`config.mk`:
```
export PLATFORM = sky130hd
export DESIGN_NAME = deal_sequencer
export DESIGN_NICKNAME = d
export VERILOG_FILES = /design/src/rtl/baccarat_pkg.sv /design/src/rtl/third_card_rule.sv /design/src/rtl/deal_sequencer.sv
export SDC_FILE = /design/constraint.sdc
export NUM_CORES = 1
export LEC_CHECK = 0
export CORE_UTILIZATION = 43
export DETAILED_ROUTE_END_ITERATION = 10
export GPL_TIMING_DRIVEN = 0
export PLACE_DENSITY = 0.83
export RECOVER_POWER = 25
export SKIP_CTS_REPAIR_TIMING = 1
export SLEW_MARGIN = 20
export SYNTH_ARGS = -nofsm -noshare
export SYNTH_HDL_FRONTEND = slang
export SYNTH_SLANG_ARGS = --single-unit
```
`constraint.sdc`:
```
create_clock -name slow_clock -period 2.6 [get_ports slow_clock]
set_input_delay 0.26 -clock slow_clock [delete_from_list [all_inputs] [get_ports slow_clock]]
set_output_delay 0.26 -clock slow_clock [all_outputs]
set_load 0.05 [all_outputs]
```
`src/rtl/baccarat_pkg.sv`:
```
// Shared definitions for the baccarat deal sequencer: state encoding,
// score width and the drawing thresholds used by the round controller.
package baccarat_pkg;

    localparam int SCORE_W = 4;
    localparam logic [SCORE_W-1:0] NATURAL   = 4'd8;
    localparam logic [SCORE_W-1:0] DRAW_MAX  = 4'd5;

    typedef enum logic [3:0] {
        IDLE      = 4'd0,
        P1        = 4'd1,
        D1        = 4'd2,
        P2        = 4'd3,
        D2        = 4'd4,
        EVAL      = 4'd5,
        P3        = 4'd6,
        BANK_EVAL = 4'd7,
        D3        = 4'd8,
        SETTLE    = 4'd9,
        RESULT    = 4'd10
    } deal_state_t;

endpackage

```
`src/rtl/third_card_rule.sv`:
```
// Banker third-card table: decides whether the dealer draws given the
// dealer's two-card total and the player's third card.
module third_card_rule
    import baccarat_pkg::*;
(
    input  logic [SCORE_W-1:0] dscore,
    input  logic [SCORE_W-1:0] pcard3,
    output logic               draw
);

    always_comb begin
        draw = 1'b0;
        case (dscore)
            4'd0, 4'd1, 4'd2: draw = 1'b1;
            4'd3:             draw = (pcard3 != 4'd8);
            4'd4:             draw = (pcard3 >= 4'd2) && (pcard3 <= 4'd7);
            4'd5:             draw = (pcard3 >= 4'd4) && (pcard3 <= 4'd7);
            4'd6:             draw = (pcard3 >= 4'd6) && (pcard3 <= 4'd7);
            default:          draw = 1'b0;
        endcase
    end

endmodule

```
`src/rtl/deal_sequencer.sv`:
```
// Baccarat round controller: requests cards, steers them into the datapath
// card registers and registers the result lights. Optional win tallies
// are built when DEAL_TALLY_EN is defined.
//
// Handshake: card_req is high in every deal state; a card is consumed on a
// rising edge where card_req and card_ack are both high, and the matching
// load enable is card_req & card_ack so the card register loads on that edge.
module deal_sequencer
    import baccarat_pkg::*;
(
    input  logic               slow_clock,
    input  logic               resetb,
    input  logic               start,
    input  logic               card_ack,
    input  logic [SCORE_W-1:0] pscore,
    input  logic [SCORE_W-1:0] dscore,
    input  logic [SCORE_W-1:0] pcard3,
    output logic               card_req,
    output logic               load_pcard1,
    output logic               load_pcard2,
    output logic               load_pcard3,
    output logic               load_dcard1,
    output logic               load_dcard2,
    output logic               load_dcard3,
    output logic               player_win_light,
    output logic               dealer_win_light,
    output logic               busy,
    output logic               done,
`ifdef DEAL_TALLY_EN
    output logic [7:0]         p_wins,
    output logic [7:0]         d_wins,
    output logic [7:0]         ties,
`endif
    output logic [3:0]         state_dbg
);

    deal_state_t state, next_state;
    logic        banker_draw;
    logic        take;
    logic        enter_result;
    logic        restart;

    third_card_rule u_rule (
        .dscore (dscore),
        .pcard3 (pcard3),
        .draw   (banker_draw)
    );

    assign state_dbg = state;
    assign take      = card_req & card_ack;

    always_ff @(posedge slow_clock or negedge resetb) begin
        if (!resetb) state <= IDLE;
        else         state <= next_state;
    end

    always_comb begin
        next_state = state;
        case (state)
            IDLE, RESULT: if (start) next_state = P1;
            P1:           if (card_ack) next_state = D1;
            D1:           if (card_ack) next_state = P2;
            P2:           if (card_ack) next_state = D2;
            D2:           if (card_ack) next_state = EVAL;
            EVAL: begin
                if (pscore >= NATURAL || dscore >= NATURAL) next_state = RESULT;
                else if (pscore <= DRAW_MAX)                 next_state = P3;
                else if (dscore <= DRAW_MAX)                 next_state = D3;
                else                                         next_state = RESULT;
            end
            P3:           if (card_ack) next_state = BANK_EVAL;
            BANK_EVAL:    next_state = banker_draw ? D3 : RESULT;
            D3:           if (card_ack) next_state = SETTLE;
            SETTLE:       next_state = RESULT;
            default:      next_state = IDLE;
        endcase
    end

    always_comb begin
        card_req    = 1'b0;
        busy        = 1'b1;
        done        = 1'b0;
        case (state)
            P1, D1, P2, D2, P3, D3: card_req = 1'b1;
            IDLE:                   busy     = 1'b0;
            RESULT: begin
                busy = 1'b0;
                done = 1'b1;
            end
            default: ;
        endcase
    end

    always_comb begin
        load_pcard1 = take && (state == P1);
        load_dcard1 = take && (state == D1);
        load_pcard2 = take && (state == P2);
        load_dcard2 = take && (state == D2);
        load_pcard3 = take && (state == P3);
        load_dcard3 = take && (state == D3);
    end

    assign restart      = start && (state == IDLE || state == RESULT);
    assign enter_result = (next_state == RESULT) && (state != RESULT);

    // Lights capture the final totals on the edge that enters RESULT.
    always_ff @(posedge slow_clock or negedge resetb) begin
        if (!resetb) begin
            player_win_light <= 1'b0;
            dealer_win_light <= 1'b0;
        end else if (restart) begin
            player_win_light <= 1'b0;
            dealer_win_light <= 1'b0;
        end else if (enter_result) begin
            player_win_light <= (pscore >= dscore);
            dealer_win_light <= (dscore >= pscore);
        end
    end

`ifdef DEAL_TALLY_EN
    always_ff @(posedge slow_clock or negedge resetb) begin
        if (!resetb) begin
            p_wins <= 8'd0;
            d_wins <= 8'd0;
            ties   <= 8'd0;
        end else if (enter_result) begin
            if (pscore > dscore) begin
                if (p_wins != 8'hFF) p_wins <= p_wins + 8'd1;
            end else if (dscore > pscore) begin
                if (d_wins != 8'hFF) d_wins <= d_wins + 8'd1;
            end else begin
                if (ties != 8'hFF) ties <= ties + 8'd1;
            end
        end
    end
`endif

endmodule
```
==> Word-level counts from Yosys, hierarchy flattened <==
Cells that the tools add are included.
W data, S select, Z words.
{ "word_totals": {"inputBits": 16, "wordCells": 72, "regBits": 6, "output_inout_bits": 15} }
{ "op_classes": {"reduce_logical": 19, "n_lt_le_gt_ge": 10, "muxes": 20, "bitwise_logic": 1, "n_eq_ne": 19} }
{ "op_table": {"columns": ["cell", "count"], "rows": [
  ["$pmux W4 S10", 1],
  ["$mux W4", 9],
  ["$eq A4 B3 Y1 const B", 7],
  ["$eq A4 B2 Y1 const B", 4],
  ["$eq A4 B4 Y1 const B", 4],
  ["$le A4 B3 Y1 const B", 3],
  ["$logic_and A1 B1 Y1", 11],
  ["$eq A4 B1 Y1 const B", 2],
  ["$ge A4 B3 Y1 const B", 2],
  ["$ge A4 B4 Y1", 2],
  ["$ge A4 B4 Y1 const B", 2],
  ["$logic_not A4 Y1", 2],
  ["$ne A4 B4 Y1 const B", 2],
  ["$mux W1", 7],
  ["$reduce_or A6 Y1", 1],
  ["$pmux W1 S5", 1],
  ["$ge A4 B2 Y1 const B", 1],
  ["$mux W2", 2],
  ["$reduce_or A3 Y1", 1],
  ["$logic_or A1 B1 Y1", 2],
  ["$reduce_bool A2 Y1", 1],
  ["$reduce_or A2 Y1", 1],
  ["$and A1 B1 Y1", 1]
]} }

==> Longest topological paths before layout <==
Gate-level depths: netlist of the first run.
{ "depth": {"word_depth": 9, "mapped_depth": 8} }

==> Cells and area by module <==
From an unflattened synthesis of the first run, not the netlist that was laid out.
{ "hier_totals": {"cells_unflattened": 87, "area_unflattened_um2": 689.4} }
{ "modules_own_cells": {"columns": ["module", "area_per_inst_um2", "n_inst", "cells_per_inst"], "rows": [
  ["deal_sequencer", 636.9, 1, 81],
  ["third_card_rule", 52.6, 1, 6]
]} }

==> Worst setup path after synthesis of the first run <==
Ideal clock, no wire load.
{ "synth_path": {"path_kind": "reg2out", "from": "register state[1] (netlist: state_dbg[1])", "to": "output card_req", "n_path_buf": 1, "stages_incl_launch_ff": 4, "path_slack_ps": 142, "arrival_ps": 2198, "t_required_ps": 2340, "path_cell_list": "dfrtp_1 > buf_4 > nor2_1 > o32ai_1"} }
{ "synth_via": {"elab_chain_cells": 3, "elab_cells_between_ends": 8} }
{ "synth_lines": {"columns": ["element", "line", "rtl"], "rows": [
  ["start: declaration", "deal_sequencer.sv:37", "deal_state_t state, next_state;"],
  ["start signal: assignment", "deal_sequencer.sv:54", "else state <= next_state;"],
  ["$eq A4 B1 Y1 (tied with other cells)", "deal_sequencer.sv:83", "case (state)"],
  ["$reduce_or A6 Y1 *", "deal_sequencer.sv:83", null],
  ["$mux W1 *", "deal_sequencer.sv:83", null],
  ["end: declaration", "deal_sequencer.sv:18", "output logic card_req,"]
]} }
Every way passes the cells marked *; elsewhere a longest branch is shown, timed or not.

==> Final worst setup path of the first run <==
{ "layout_path": {"from": "register state[3] (netlist: state_dbg[3])", "to": "output card_req"} }
Same word-level chain as after synthesis.

==> results of run 1 <==
[routing by layer]
metal,vias up,global-route usage (%)
met4,0,6.452
met5,-,0
li1,389,-
met2,24,40.31
met3,2,1.739
met1,357,31.72
[sequential cells by signal (all words and copies together), names as in the netlist]
| signal | cells |
|---|---|
| dealer_win_light | 1 |
| state_dbg | 4 |
| player_win_light | 1 |
[stage by stage]
stage	power (uW)	setup WS [ns]	cell area, um^2	hold WS [ns]
after floorplan	795.7	0.1420	669.4	-0.03559
after global placement	1051	0.3471	988.4	0.5096
after detailed placement	1067	0.3376	988.4	0.5197
after CTS	1159	0.1600	1011	0.2621
after global routing	1231	0.05809	1011	0.3426
final	1164	0.1376	1011	0.3278
[cells by family (layout without fill, tap and decap cells)]
family                   after synthesis  in the layout
AO/OA/AOI/OAI                         22             22
adder cells (fa/ha/maj)                4              4
multiplexers                           3              3
buffers and inverters                 11             44
AND/OR/NAND/NOR                       42             42
XOR/XNOR                               1              1
flip-flops                             6              6
[path summary, 6_finish.rpt]
check	start	to	cells after the start
setup / recovery	state_dbg[3]$_DFF_PN0_	card_req	4
hold / removal	resetb	dealer_win_light$_DFFE_PN0P_	1
max in group asynchronous	resetb	state_dbg[0]$_DFF_PN0_	1
min in group slow_clock	player_win_light$_DFFE_PN0P_	player_win_light$_DFFE_PN0P_	2
hold reg to reg	player_win_light$_DFFE_PN0P_	player_win_light$_DFFE_PN0P_	2
setup reg to reg	state_dbg[1]$_DFF_PN0_	dealer_win_light$_DFFE_PN0P_	7
[power by group through the flow]
stage	clock (uW)	combinational (uW)	sequential [uW]
2_1_floorplan	0	494	302
3_3_place_gp	0	878	173
3_5_place_dp	0	893	174
4_1_cts	85.9	899	174
5_1_grt	92.9	956	182
6_report	85.4	902	177
[layout make-up]
type | instances | area, um^2
plain buffers | 4 | 20.02
clock buffers | 3 | 22.52
fillers | 123 | 355.3
inverters | 7 | 26.28
multi-input cells | 72 | 473.0
flip-flops and latches | 6 | 150.1
well taps | 15 | 18.77
repair buffers | 30 | 300.3
[critical path: stages (launching register included)]
cell             delay [ns]
dfrtp_1                0.43
buf_1                  0.40
mux2i_1                0.14
o32ai_1                0.15
clkdlybuf4s50_1        0.85
[cell usage in the layout (no fill, tap or decap), drive strengths merged, types with 2 or more instances in the layout]
cell type       n
o21a            3
mux2i           3
nor3b           2
nand2b          5
a211o           2
nand2           7
inv             7
nand4           3
dfrtp           6
a21oi           5
clkbuf          4
clkdlybuf4s50  29
o31ai           2
nor3            3
nor2b           5
ha              4
buf             3
nor2           10
o21ai           4
nand3b          3
==> flow_summary_export.csv, run 1 <==
group,metric,value,unit
synth,synth_compound_area_share,22.80,%
timing,relSlewSlack,66.44,%
power_and_ir_drop,clockPowerShare,7.3,%
grt,grt_max_degree,11,
die,io_pins,31,
grt,antenna_found_initial,0,
clocking,cts.path.max_buffers,2,
clocking,clock_sink_count,6,
drt,met1_length,885,um
power_and_ir_drop,p_sw_share,56.85,%
timing,max_freq,0.4061,GHz
drt,routed_wl,1932,um
timing,hold_viol,0,
finish,stdcell_count,137,
grt,grt_pass1_vias,768,
setup_path,path_class,"reg2out",
synth,yosysMostFrequentCell,"nor2_1",
power_and_ir_drop,irDropWorstVdd,928.3,uV
synth,ys_warn_count,0,
grt,grt_overflow,0,
timing,rsz0062_at_grt,"no",
synth,async_reset_ff_share,100.0,%
timing,finalSetupTns,0,ns
power_and_ir_drop,p_leak,0.0004337,uW
placed_design,portBuffers,30,
placed_design,hpwl,1521,um
clocking,cts_max_level,1,
die,fp-row-count,13,
die,start_util,48.99,%
clocking,cts_tree,"done",
setup_path,cp_data_required_time,2.34,ns
synth,synthSimpleGateAreaFrac,34.58,%
finish,n_antenna_cell,0,
synth,syn_nets,109,
drt,wl_per_cell,14.10,um
die,dieArea,0.001719,mm^2
drt,dr_wl_met2,957,um
grt,track_usage,23.58,%
synth,yosys-top-cells-area,"dfrtp_1, ha_1, nor2_1",
timing,worst_slew_pin_slew,0.5018,ns
synth,synth_common_cells,"nor2_1, inv_1, nand2_1, dfrtp_1",
die,die_w,41.46,um
synth,synth_cell_type_count,33,
synth,synth-seq-cells,6,
timing,setup_violations,0,
finish,fin_util,73.99,%
setup_path,cp-start-kind,"flip-flop",
timing,final.setup_skew,0.005916,ns
setup_path,r2r_slack,0.78,ns
synth,synth_cells,89,
flow_run,drv_cap,0,
synth,synth_top_area_share,22.43,%
synth,synth_xor_xnor_area_share,1.308,%
synth,syn_avg_cell_area,7.521,um^2
clocking,cts_buffers,3,
power_and_ir_drop,p_int,502.3,uW
drt,drtIter0Drc,19,
drt,ant_nets,0,
placed_design,place_congestion,0.8182,
power_and_ir_drop,powerDensity,1152,mW/mm^2
setup_path,crit_fanout,10,
finish,nNetsFinal,144,
grt,grt_pass1_wl,3312,um
power_and_ir_drop,comb_power_share,77.5,%
synth,yosys.area.top_type,"dfrtp_1",
synth,synth.area.mux_share,4.486,%
timing,maxSlewViolCount,0,
drt,vias,772,
drt,drtPass1Iterations,4,
power_and_ir_drop,switchingPower,661.9,uW
synth,seq_area_frac_synth,22.43,%
setup_path,cp_data_arrival_time,2.20,ns
finish,area_delta_synth_final,51.03,%
synth,synth_fa_ha_area_share,7.477,%
die,core_area,0.001366,mm^2
timing,min_period,2.462,ns
drt,met3_length,79,um
synth,synth_flop_cell,"dfrtp_1",
hold_path,hold_class,"in2async",
die,fp.dieH,41.46,um
clocking,cts_root_buf,"clkbuf_4",
drt,drt-vias-per-instance,5.635,
power_and_ir_drop,seqPwrFrac,15.2,%
drt,drcViolationCount,0,
clocking,clk_latency,0.24,ns
status,status,"completed",
synth,synth-edff-count,0,
synth,synth_top_family_by_area,"simple AND/OR/NAND/NOR gates",
clocking,path_clk_slew,0.05,ns
drt,routed.top_layer,"met4",
placed_design,dp_cells,134,
setup_path,end_kind,"primary output",
finish,drive_gt1_share,4.918,%
synth,netlist_area,669.4,um^2
timing,fin_crit_sh,94.71,%
No activity file was read; power rests on OpenSTA's default activity.
==> inputs of run 2 (changes only) <==
MAX_ROUTING_LAYER = met4   (was unset)
==> run 2 against run 1 <==
Compared with the run above:
- non-clock buffer count did not move
- fmax barely moved
- combinational power barely moved
- sequential share of layout area did not move
- clock skew rose by 0.0015 ns
- worst hold slack got worse by 0.0025 ns
- first-iteration DRC count fell by 5.3%
- routed wire length fell by 0.57%
- clock power rose by 0.8%
- register-to-register slack barely moved
- critical endpoint is now load_pcard1
==> flow_summary_export.csv, run 2 (synthesized netlist as in run 1, its figures left out) <==
group,metric,value,unit
timing,fin_worst_hold_slack,0.3253,ns
finish,most-common-layout-cells,"clkdlybuf4s50_1, nor2_1, inv_1, nand2_1, dfrtp_1",
timing,maxSlewViolCount,0,
status,status,"completed",
setup_path,cp_data_required_time,2.34,ns
timing,min_period,2.462,ns
grt,grt_pass1_vias,764,
setup_path,path_cells,"buf_1, nand3b_1, nor2_1, clkdlybuf4s50_1",
die,fp-row-count,13,
grt,grt_max_degree,11,
finish,n_antenna_cell,0,
clocking,cts_max_level,1,
power_and_ir_drop,power,1163,uW
setup_path,crit_family,"buffers and inverters",
die,dieArea,0.001719,mm^2
clocking,cts_tree,"done",
timing,finalWorstSetupSlack,0.1380,ns
finish,multi_input_area,473.0,um^2
power_and_ir_drop,comb_power_share,77.5,%
clocking,cts_buffers,3,
drt,drtPass1Iterations,4,
die,fp.dieH,41.46,um
die,die_w,41.46,um
drt,wl_per_cell,14.02,um
drt,drcViolationCount,0,
setup_path,end_kind,"primary output",
drt,routed_wl,1921,um
finish,drive_gt1_share,4.918,%
power_and_ir_drop,seqPwrFrac,15.1,%
clocking,clock_sink_count,6,
setup_path,crit_slowest_cell,"clkdlybuf4s50_1",
finish,stdcell_count,137,
power_and_ir_drop,irDropWorstVdd,927.8,uV
grt,track_usage,24.33,%
setup_path,cp-start-kind,"flip-flop",
placed_design,dp_cells,134,
placed_design,hpwl,1521,um
setup_path,cp_num_buf_inv,2,
die,core_area,0.001366,mm^2
setup_path,cp_data_arrival_time,2.20,ns
drt,drt-vias-per-instance,5.679,
timing,hold_viol,0,
drt,ant_nets,0,
timing,setup_violations,0,
power_and_ir_drop,p_leak,0.0004337,uW
setup_path,path_class,"reg2out",
clocking,cts_root_buf,"clkbuf_4",
power_and_ir_drop,switchingPower,660.2,uW
finish,seqCellArea,150.1,um^2
drt,drtIter0Drc,18,
grt,antenna_found_initial,0,
finish,nNetsFinal,144,
finish,n_fill_cell,123,
clocking,cts.path.max_buffers,2,
grt,grt_overflow,0,
power_and_ir_drop,clockPowerShare,7.4,%
placed_design,place_congestion,0.8304,
finish,final_common_cell,"clkdlybuf4s50_1",
timing,worst_slew_pin_slew,0.5019,ns
timing,fin_crit_sh,94.69,%
timing,final.setup_skew,0.007466,ns
setup_path,cp_slowest_stage_delay,0.81,ns
grt,grt_pass1_wl,3325,um
power_and_ir_drop,p_sw_share,56.79,%
drt,vias,778,
flow_run,drv_cap,0,
clocking,clk_latency,0.24,ns
placed_design,portBuffers,30,
timing,max_freq,0.4062,GHz
setup_path,crit_fanout,10,
timing,rsz0062_at_grt,"no",
finish,largest_register_ff_count,4,
die,io_pins,31,
placed_design,place_ws,0.3376,ns
die,start_util,48.99,%
timing,relSlewSlack,66.43,%
finish,area_delta_synth_final,51.03,%
clocking,path_clk_slew,0.05,ns
hold_path,hold_class,"in2async",
power_and_ir_drop,powerDensity,1150,mW/mm^2
power_and_ir_drop,p_int,502.4,uW
timing,finalSetupTns,0,ns
run 2: final cells by class:
class	instances	area share, %
plain buffers	4	1.980
inverters	7	2.599
well taps	15	1.856
repair buffers	30	29.70
multi-input cells	72	46.78
flip-flops and latches	6	14.85
clock buffers	3	2.228
run 2: path summary, 6_finish.rpt:
| path | endpoint | cells after the start | slack [ns] | start |
|---|---|---|---|---|
| max | load_pcard1 | 4 | 0.14 | state_dbg[3]$_DFF_PN0_ |
| min | dealer_win_light$_DFFE_PN0P_ | 1 | 0.33 | resetb |
| max reg2reg | dealer_win_light$_DFFE_PN0P_ | 7 | 0.79 | state_dbg[1]$_DFF_PN0_ |
| min reg2reg | player_win_light$_DFFE_PN0P_ | 2 | 0.53 | player_win_light$_DFFE_PN0P_ |
| max in group asynchronous | state_dbg[0]$_DFF_PN0_ | 1 | 2.05 | resetb |
| min in group slow_clock | player_win_light$_DFFE_PN0P_ | 2 | 0.53 | player_win_light$_DFFE_PN0P_ |
run 2: stage by stage:
step	cell area [um^2]	util [%]
floorplan	669.4	-
CTS	1011	73.99
global placement	988.4	72.34
finish	1011	73.99
global route	1011	73.99
detailed placement	988.4	72.34
run 2: routing by layer:
layer	part of all wire [%]	vias up	global-route usage, %
li1	-	390	-
met1	45	363	32.26
met2	50	23	40.00
met3	4.2	2	1.739
met4	0.57	0	6.452
met5	0	-	-
run 2: power by group through the flow:
stage,Combinational (uW),Clock [uW],Sequential [uW]
after floorplan,494,0,302
after global placement,878,0,173
after detailed placement,893,0,174
after CTS,899,85.9,174
after global routing,956,92.9,182
final,901,86.1,176
==> inputs of run 3 (changes only) <==
CAP_MARGIN = 5   (was unset)
CELL_PAD_IN_SITES_DETAIL_PLACEMENT = 1   (was unset)
CELL_PAD_IN_SITES_GLOBAL_PLACEMENT = 1   (was unset)
CORE_UTILIZATION = 30   (was 43)
PLACE_DENSITY = unset   (was 0.83)
PLACE_DENSITY_LB_ADDON = 0.1   (was unset)
==> run 3 against run 2 <==
Compared with the run above:
- clock-buffer cell count unchanged
- sequential power about the same
- critical path type unchanged
- routed wire length is 3.9% higher
- non-clock buffer count is the same
- clock power decreased by 1%
- fmax up 2.1%
- critical path depth is the same
- final cell count rose by 8.8%
- clock skew down 0.0070 ns
- sequential share of layout area down 0.25 points
- core utilization down 23 points
- worst hold slack improved by 0.0060 ns
==> flow_summary_export.csv, run 3 (synthesized netlist as in run 1, its figures left out) <==
group,metric,value,unit
status,status,"completed",
finish,n_fill_cell,260,
timing,min_period,2.412,ns
finish,final_common_cell,"clkdlybuf4s50_1",
timing,rsz0062_at_grt,"no",
setup_path,crit_slowest_cell,"clkdlybuf4s50_1",
finish,fin_util,50.87,%
die,start_util,33.11,%
drt,drtPass1Iterations,4,
die,core_area,0.002022,mm^2
clocking,cts_root_buf,"clkbuf_4",
finish,drive_gt1_share,4.918,%
finish,n_antenna_cell,0,
finish,seqCellArea,150.1,um^2
setup_path,crit-reg2reg-capture,"dealer_win_light$_DFFE_PN0P_",
finish,nNetsFinal,144,
grt,grt_max_degree,11,
setup_path,cp-start-kind,"flip-flop",
placed_design,portBuffers,30,
timing,maxSlewViolCount,0,
die,dieArea,0.002424,mm^2
timing,finalSetupTns,0,ns
drt,routed_wl,1996,um
setup_path,cp_data_arrival_time,2.15,ns
clocking,cts.path.max_buffers,2,
setup_path,path_class,"reg2out",
placed_design,hpwl,1629,um
grt,grt_pass1_vias,803,
grt,track_usage,19.37,%
timing,hold_viol,0,
clocking,path_clk_slew,0.04,ns
power_and_ir_drop,irDropWorstVdd,726.8,uV
setup_path,end_kind,"primary output",
flow_run,drv_cap,0,
setup_path,cp_num_buf_inv,2,
drt,drtIter0Drc,4,
power_and_ir_drop,p_leak,0.0004425,uW
clocking,cts_buffers,3,
timing,max_freq,0.4145,GHz
setup_path,cp_slowest_stage_delay,0.81,ns
timing,final.setup_skew,0.0004224,ns
die,fp-row-count,16,
power_and_ir_drop,powerDensity,1128,mW/mm^2
drt,drt-vias-per-instance,5.121,
die,die_w,49.24,um
clocking,clock_sink_count,6,
drt,vias,763,
finish,largest_register_ff_count,4,
clocking,cts_max_level,1,
setup_path,crit_family,"buffers and inverters",
setup_path,path_cells,"buf_1, nand3b_1, nor2_1, clkdlybuf4s50_1",
finish,multi_input_area,473.0,um^2
timing,fin_crit_sh,92.79,%
setup_path,cp_data_required_time,2.34,ns
timing,setup_violations,0,
drt,drcViolationCount,0,
grt,antenna_found_initial,0,
timing,relSlewSlack,66.45,%
die,io_pins,31,
finish,area_delta_synth_final,53.65,%
clocking,clk_latency,0.24,ns
die,fp.dieH,49.24,um
placed_design,place_congestion,0.7842,
grt,grt_pass1_wl,3615,um
timing,worst_slew_pin_slew,0.5017,ns
grt,grt_overflow,0,
setup_path,r2r-start,"state_dbg[0]$_DFF_PN0_",
hold_path,hold_class,"in2async",
finish,most-common-layout-cells,"clkdlybuf4s50_1, nor2_1, inv_1, nand2_1, dfrtp_1",
clocking,cts_tree,"done",
setup_path,r2r_slack,0.77,ns
setup_path,rr_worst_depth,6,
drt,ant_nets,0,
drt,wl_per_cell,13.40,um
setup_path,crit_fanout,10,
[run 3: cell count changes in the layout (fill, tap and decap cells not counted)]
cell / previous run / this run
dlymetal6s2s_1: 0 / 1
clkdlybuf4s50_1: 29 / 28
[run 3: where the power goes]
part | leakage, uW | switching, uW | internal (uW)
Sequential | 0.0000783 | 44.9 | 133
Clock | 0.0000138 | 33.0 | 52.2
Combinational | 0.000350 | 582 | 315
Total | 0.000443 | 660 | 501
[run 3: per-layer routing]
layer	GRT usage (%)	vias up	wire, um
met5	-	-	0
met4	7.353	0	17
met3	1.246	2	57
met2	32.42	15	956
met1	24.16	360	965
li1	-	386	-
[run 3: area by class of cell]
class	count	share of cell area, %
Multi-Input combinational cell	72	45.99
Inverter	7	2.555
Buffer	4	1.946
Clock buffer	3	2.190
Tap cell	27	3.285
Sequential cell	6	14.60
Timing Repair Buffer	30	29.44
[run 3: worst max-delay path by stage]
stage                                 startpoint           to  depth (start not counted)
after CTS                 state_dbg[0]$_DFF_PN0_     card_req                          5
after detailed placement                card_ack  load_pcard2                          4
after floorplan           state_dbg[1]$_DFF_PN0_     card_req                          3
after global placement                  card_ack  load_pcard2                          4
final                     state_dbg[3]$_DFF_PN0_  load_pcard2                          4
after global routing      state_dbg[3]$_DFF_PN0_         busy                          5
[run 3: metrics by stage]
| step | setup WS, ns | power [uW] | cell area, um^2 | cells | hold WS (ns) |
|---|---|---|---|---|---|
| 4_1_cts | 0.1578 | 1171 | 1026 | 149 | 0.2576 |
| 3_5_place_dp | 0.3260 | 1081 | 1003 | 146 | 0.5154 |
| 5_1_grt | 0.01002 | 1251 | 1028 | 149 | 0.3484 |
| 2_1_floorplan | 0.1420 | 795.7 | 669.4 | 89 | -0.03559 |
| 3_3_place_gp | 0.3100 | 1063 | 1003 | 146 | 0.5083 |
| 6_report | 0.1876 | 1160 | 1028 | 149 | 0.3313 |
